**src/rtl/comparator_serial_param_pkg.sv**
```systemverilog
// Shared types and helpers for the digit-serial magnitude comparator.
// Provides the FSM state enum, the result encoding and digit-count helpers.
package cmp_pkg;

    typedef enum logic [1:0] {
        IDLE,
        RUN,
        DONE
    } state_t;

    typedef logic [1:0] res_t;

    localparam res_t RES_EQ = 2'd0;
    localparam res_t RES_GT = 2'd1;
    localparam res_t RES_LT = 2'd2;

    function automatic int ndig_of(int w, int d);
        return w / d;
    endfunction

    function automatic int idx_w_of(int n);
        return (n > 1) ? $clog2(n) : 1;
    endfunction

endpackage

```
**src/rtl/comparator_serial_param_if.sv**
```systemverilog
// Operand/result handshake bundle for comparator_serial_param.
// master: producer/consumer side; slave: the comparator.
interface comparator_serial_param_if #(
    parameter int WIDTH = 32
);
    logic             in_valid;
    logic             in_ready;
    logic [WIDTH-1:0] a;
    logic [WIDTH-1:0] b;
    logic             signed_mode;
    logic             out_valid;
    logic             out_ready;
    logic             eq;
    logic             gt;
    logic             lt;

    modport master (
        output in_valid, a, b, signed_mode, out_ready,
        input  in_ready, out_valid, eq, gt, lt
    );

    modport slave (
        input  in_valid, a, b, signed_mode, out_ready,
        output in_ready, out_valid, eq, gt, lt
    );

endinterface

```
**src/rtl/comparator_serial_param_digit.sv**
```systemverilog
// Combinational compare of one DIGIT-bit slice.
// Ports: a, b (digit operands); d_eq (a==b), d_gt (a>b, unsigned).
module cmp_digit #(
    parameter int DIGIT = 8
) (
    input  logic [DIGIT-1:0] a,
    input  logic [DIGIT-1:0] b,
    output logic             d_eq,
    output logic             d_gt
);

    assign d_eq = (a == b);
    assign d_gt = (a > b);

endmodule

```
**src/rtl/comparator_serial_param.sv**
```systemverilog
// Digit-serial MSB-first eq/gt/lt comparator, signed or unsigned.
// Ports: clk, rst (sync, active-high), bus (slave: operands in, result out).
// Macro COMPARATOR_SERIAL_EARLY_EXIT_EN: stop on first differing digit.
module comparator_serial_param
    import cmp_pkg::*;
#(
    parameter int WIDTH = 32,
    parameter int DIGIT = 8
) (
    input  logic                        clk,
    input  logic                        rst,
    comparator_serial_param_if.slave    bus
);

    localparam int NDIG = ndig_of(WIDTH, DIGIT);
    localparam int IW   = idx_w_of(NDIG);
    localparam logic [IW-1:0] IDX_TOP = IW'(NDIG - 1);

`ifdef COMPARATOR_SERIAL_EARLY_EXIT_EN
    localparam bit EARLY = 1'b1;
`else
    localparam bit EARLY = 1'b0;
`endif

    if (WIDTH % DIGIT != 0) begin : g_bad_digit
        $error("WIDTH must be a multiple of DIGIT");
    end

    state_t           state;
    logic [WIDTH-1:0] a_q;
    logic [WIDTH-1:0] b_q;
    logic [IW-1:0]    idx;
    logic             found;
    res_t             res;

    logic [DIGIT-1:0] a_digs [NDIG];
    logic [DIGIT-1:0] b_digs [NDIG];

    for (genvar i = 0; i < NDIG; i++) begin : g_dig
        assign a_digs[i] = a_q[i*DIGIT +: DIGIT];
        assign b_digs[i] = b_q[i*DIGIT +: DIGIT];
    end

    logic d_eq;
    logic d_gt;

    cmp_digit #(.DIGIT(DIGIT)) u_digit (
        .a    (a_digs[idx]),
        .b    (b_digs[idx]),
        .d_eq (d_eq),
        .d_gt (d_gt)
    );

    // Only the first (most significant) differing digit decides.
    logic hit;
    logic last;
    res_t res_n;

    always_comb begin
        hit   = !found && !d_eq;
        res_n = res;
        if (hit) res_n = d_gt ? RES_GT : RES_LT;
        last  = (idx == '0) || (EARLY && hit);
    end

    always_ff @(posedge clk) begin
        if (rst) begin
            state         <= IDLE;
            a_q           <= '0;
            b_q           <= '0;
            idx           <= '0;
            found         <= 1'b0;
            res           <= RES_EQ;
            bus.in_ready  <= 1'b1;
            bus.out_valid <= 1'b0;
            bus.eq        <= 1'b0;
            bus.gt        <= 1'b0;
            bus.lt        <= 1'b0;
        end else begin
            unique case (state)
                IDLE: begin
                    if (bus.in_valid && bus.in_ready) begin
                        // Flipping the MSBs maps two's complement
                        // order onto unsigned order.
                        a_q <= {bus.a[WIDTH-1] ^ bus.signed_mode,
                                bus.a[WIDTH-2:0]};
                        b_q <= {bus.b[WIDTH-1] ^ bus.signed_mode,
                                bus.b[WIDTH-2:0]};
                        idx          <= IDX_TOP;
                        found        <= 1'b0;
                        res          <= RES_EQ;
                        bus.in_ready <= 1'b0;
                        state        <= RUN;
                    end
                end
                RUN: begin
                    res <= res_n;
                    if (hit) found <= 1'b1;
                    if (last) begin
                        bus.out_valid <= 1'b1;
                        bus.eq        <= (res_n == RES_EQ);
                        bus.gt        <= (res_n == RES_GT);
                        bus.lt        <= (res_n == RES_LT);
                        state         <= DONE;
                    end else begin
                        idx <= idx - 1'b1;
                    end
                end
                DONE: begin
                    if (bus.out_ready) begin
                        bus.out_valid <= 1'b0;
                        bus.eq        <= 1'b0;
                        bus.gt        <= 1'b0;
                        bus.lt        <= 1'b0;
                        bus.in_ready  <= 1'b1;
                        state         <= IDLE;
                    end
                end
                default: state <= IDLE;
            endcase
        end
    end

endmodule

```
**src/flat_wrapper.sv**
```systemverilog
// flat-port wrapper written by rule: the top's interface ports become plain ports
module comparator_serial_param_flat import cmp_pkg::*;
#(
    parameter int WIDTH = 32,
    parameter int DIGIT = 8
)
  (clk, rst, bus_in_valid, bus_a, bus_b, bus_signed_mode, bus_out_ready, bus_in_ready, bus_out_valid, bus_eq, bus_gt, bus_lt);
  comparator_serial_param_if #(.WIDTH(WIDTH)) bus_i ();
  input  logic clk;
  input  logic rst;
  input wire logic [$bits(bus_i.in_valid)-1:0] bus_in_valid;
  input wire logic [$bits(bus_i.a)-1:0] bus_a;
  input wire logic [$bits(bus_i.b)-1:0] bus_b;
  input wire logic [$bits(bus_i.signed_mode)-1:0] bus_signed_mode;
  input wire logic [$bits(bus_i.out_ready)-1:0] bus_out_ready;
  output wire logic [$bits(bus_i.in_ready)-1:0] bus_in_ready;
  output wire logic [$bits(bus_i.out_valid)-1:0] bus_out_valid;
  output wire logic [$bits(bus_i.eq)-1:0] bus_eq;
  output wire logic [$bits(bus_i.gt)-1:0] bus_gt;
  output wire logic [$bits(bus_i.lt)-1:0] bus_lt;
  assign bus_i.in_valid = bus_in_valid;
  assign bus_i.a = bus_a;
  assign bus_i.b = bus_b;
  assign bus_i.signed_mode = bus_signed_mode;
  assign bus_i.out_ready = bus_out_ready;
  assign bus_in_ready = bus_i.in_ready;
  assign bus_out_valid = bus_i.out_valid;
  assign bus_eq = bus_i.eq;
  assign bus_gt = bus_i.gt;
  assign bus_lt = bus_i.lt;
  comparator_serial_param #(.WIDTH(WIDTH), .DIGIT(DIGIT)) u_core (.clk(clk), .rst(rst), .bus(bus_i));
endmodule
```
**config.mk**
```make
export PLATFORM = sky130hd
export DESIGN_NAME = comparator_serial_param_flat
export DESIGN_NICKNAME = d
export VERILOG_FILES = /design/src/rtl/comparator_serial_param_pkg.sv /design/src/rtl/comparator_serial_param_if.sv /design/src/rtl/comparator_serial_param_digit.sv /design/src/rtl/comparator_serial_param.sv /design/src/flat_wrapper.sv
export SDC_FILE = /design/constraint.sdc
export NUM_CORES = 1
export LEC_CHECK = 0
export ABC_AREA = 1
export BUFFER_PORTS_ARGS = -buffer_cell sky130_fd_sc_hd__buf_2
export CORE_MARGIN = 8
export CORE_UTILIZATION = 58
export DETAILED_ROUTE_END_ITERATION = 8
export GPL_TIMING_DRIVEN = 0
export PLACE_DENSITY_LB_ADDON = 0.08
export SETUP_SLACK_MARGIN = 0.3
export SYNTH_ARGS = -nofsm -noshare
export SYNTH_HDL_FRONTEND = slang
export SYNTH_HIERARCHICAL = 1
export SYNTH_SLANG_ARGS = --single-unit
```
**constraint.sdc**
```tcl
create_clock -name clk -period 6.34 [get_ports clk]
set_input_delay 0.317 -clock clk [delete_from_list [all_inputs] [get_ports clk]]
set_output_delay 0.317 -clock clk [all_outputs]
set_load 0.005 [all_outputs]
```
==> out/metrics.cfg <==
[cells_and_area]
mostFrequentLayoutCells = nor2_1, o21ai_0, buf_2, dfxtp_1, nand2_1
count_of_fill_cells_added_during_filler_insertion = 526
fin_nets = 640
areaGrowthSynthToFinish_pct = 19.9
insertedDiodeCount = 0
layout_commonest_cell = nor2_1
drive_above_1_share_pct = 20.3

[worst_setup_path]
path_delay_family = simple AND/OR/NAND/NOR gates
cp-end-kind = flip-flop
crit_path_max_fanout = 10
cp_slowest_stage_delay_ns = 0.47
crit_type = reg2reg
cp_common_cell = nand2_1
timing.critical_path.slowest_stage_cell = dfxtp_1
arrival_ns = 2.80
worstSetupStartpointType = flip-flop
number_of_buffers_and_inverters_on_the_critical_path = 4
path_cells = clkbuf_1, o21ai_0, o22ai_1, inv_1, ha_1, nand2_1, inv_2, nand3_2, nor3_4, nor2_1, nand2_1, nand2_1, inv_1, nand2_1, a21oi_1
worst_ep_required_time_ns = 6.62

[placed_design]
placement.io_buffers = 73
placement.setup.worst_slack_ns = 3.88
gpl.final_weighted_congestion = 0.890
dp_hpwl_microns = 6800

[timing]
final-max-slew-violation-count = 0
worst_slew_pin_slew_ns = 0.438
final_min_period_over_clock_period_pct = 39.8
skew_ns = 0.00978
setup_total_negative_slack_ns = 0
fin_crit_ns = 2.52
max-slew-margin-rel_pct = 70.8
report.final.setup_viol = 0
layout_setup_ws_ns = 3.82
max_clock_freq_mhz = 396
timing_hold_violations_final = 0
grt_setup_unrepaired = no

[floorplanning]
core_area_sq_um = 5820
initial_core_util_pct = 59.1
die_width_microns = 93.0
die_height_microns = 93.0
std_cell_rows = 28
top_level_ports = 74
fp.dieArea_sq_um = 8640

[flow_run]
cap_violations = 0

[routing]
drt_iter0_drc = 236
count_of_tritonroute_iterations_in_the_first_routing_pass = 5
routed_wire_length_per_instance_microns = 14.1
number_of_vias_per_cell_after_detailed_routing = 5.25
remaining_drcs = 0
detail-route-antenna-nets = 0
postRouteWirelength_microns = 9030
vias = 3367

[clocking]
post-cts-setup-buffers = 0
cts_made_buffers = 9
cts-root-buf = clkbuf_8
tritoncts_num_sinks = 76
tritoncts = done
worstSkewPairLatency_ns = 0.35
cts.reportedPaths.clkPinSlew_ns = 0.08
ctsHoldBuffers = 0
post_cts_resize_count = 0
number_of_h_tree_levels = 3
clock_path_buffers = 2

[hold_path]
holdCritPathClass = in2reg

[outcome]
outcome = finished clean

[grt]
grt_pass1_vias = 3190
grt_overflow_total = 0
grt_pass1_wl_microns = 15100
number_of_antenna_violations_at_the_first_check_in_global_routing = 0
maximum_number_of_pins_on_one_net_before_global_route_repair = 13
grt_util_all_layers_pct = 21.8

[pwr]
power-per-cell-area_nw_per_um2 = 345
ir_drop_mv = 0.216
p_leak_nw = 1.84
p_total_mw = 1.42

[synthesis]
ys_seq_area_share_pct = 44.3
syn_area_sq_um = 3430
synth_compound_area_share_pct = 19.9
synth_fa_ha_area_share_pct = 3.28
largest_family_of_logic_cells_by_synthesized_area = simple AND/OR/NAND/NOR gates
post_synth_num_cell_types = 23
synth_fp_nets = 556
yosys.area_share.simple_pct = 24.2
yosys_warnings = 6
synth_area_per_cell_sq_um = 7.19
proportion_of_synthesized_area_in_mux_cells_pct = 0
synth_xor_xnor_area_share_pct = 0.510
synth_seq_cells = 76
post_synth_inst_count = 478

[cell usage after synthesis]
master	count	share of area, %
o22ai_1	16	2.9
inv_1	19	2.1
buf_4	1	0.22
nand4_1	1	0.18
buf_2	4	0.58
o21ai_0	94	14
dfxtp_1	76	44
nor2_1	166	18
nand3_1	9	1.3
inv_2	3	0.33
xor2_1	2	0.51
nand2_2	4	0.73
nand3_2	1	0.29
ha_1	9	3.3
nor2_2	1	0.18
a21oi_2	2	0.51
clkbuf_1	16	1.7
a21oi_1	14	2.0
a21o_2	1	0.26
buf_6	9	3.0
nand2_1	26	2.8
nor3_4	1	0.47
o21ai_1	3	0.44
[area by class of cell]
cell class | count | area, sq um | area share (%)
tap | 75 | 93.8 | 2.28
clock inverter | 4 | 72.6 | 1.76
clock buffer | 11 | 151 | 3.68
multi-input combinational | 350 | 1640 | 39.9
inverter | 22 | 82.6 | 2.01
sequential | 76 | 1520 | 36.9
buffer | 30 | 189 | 4.59
timing repair buffer | 73 | 365 | 8.87
[cell families after synthesis]
family                     after synthesis
AOI/OAI and AO/OA                      130
buffers and inverters                   52
adders and majority gates                9
DFF                                     76
and+or+nand+nor                        209
xor gates and xnor gates                 2
[worst register-to-register path: cells and delay by family (launching register included)]
kind,cells,cell delay (ns)
compound gates,3,0.46
fa+ha+maj,1,0.28
buf+inv,4,0.54
flops,1,0.47
simple gates,7,0.70
[metal layers]
layer | global-route usage (%) | wire (microns)
met1 | 28.8 | 4330
met2 | 33.1 | 3980
met3 | 4.77 | 542
met4 | 9.93 | 182
met5 | 0 | 0
[state kept, by name, indices dropped and copies added, names as in the netlist]
register and cells:
u_core/a_q 32, u_core/b_q 32, u_core/idx 2, u_core/res 2
u_core/state 2, u_core/bus.eq 1, u_core/bus.gt 1, u_core/bus.in_ready 1
u_core/bus.lt 1, u_core/bus.out_valid 1, u_core/found 1
[power by group]
group          internal, mW  leakage, nW  switching [mW]
Sequential            0.543        0.628          0.0461
Clock                 0.240        0.111           0.170
Combinational         0.168         1.11           0.255
Total                 0.951         1.84           0.471
[stage by stage]
stage                     instance area (sq um)  util, %  hold slack [ns]  cells
final                                      4120     70.8            0.148    641
after global routing                       4120     70.8            0.134    641
after CTS                                  4120     70.8            0.137    641
after detailed placement                   3890     67.0            0.456    626
after global placement                     3890     67.0            0.454    626
after floorplan                            3430        -            0.386    478
[final timing paths]
| kind | start | to | slack (ns) | depth (start not counted) |
|---|---|---|---|---|
| setup / recovery | u_core/idx[1] | u_core/bus.lt | 3.82 | 15 |
| hold / removal | rst | u_core/res[1] | 0.15 | 2 |
| setup reg to reg | u_core/idx[1] | u_core/bus.lt | 3.82 | 15 |
| hold reg to reg | u_core/bus.out_valid | u_core/bus.out_valid | 0.47 | 2 |
(Power assumes the default switching activity.)
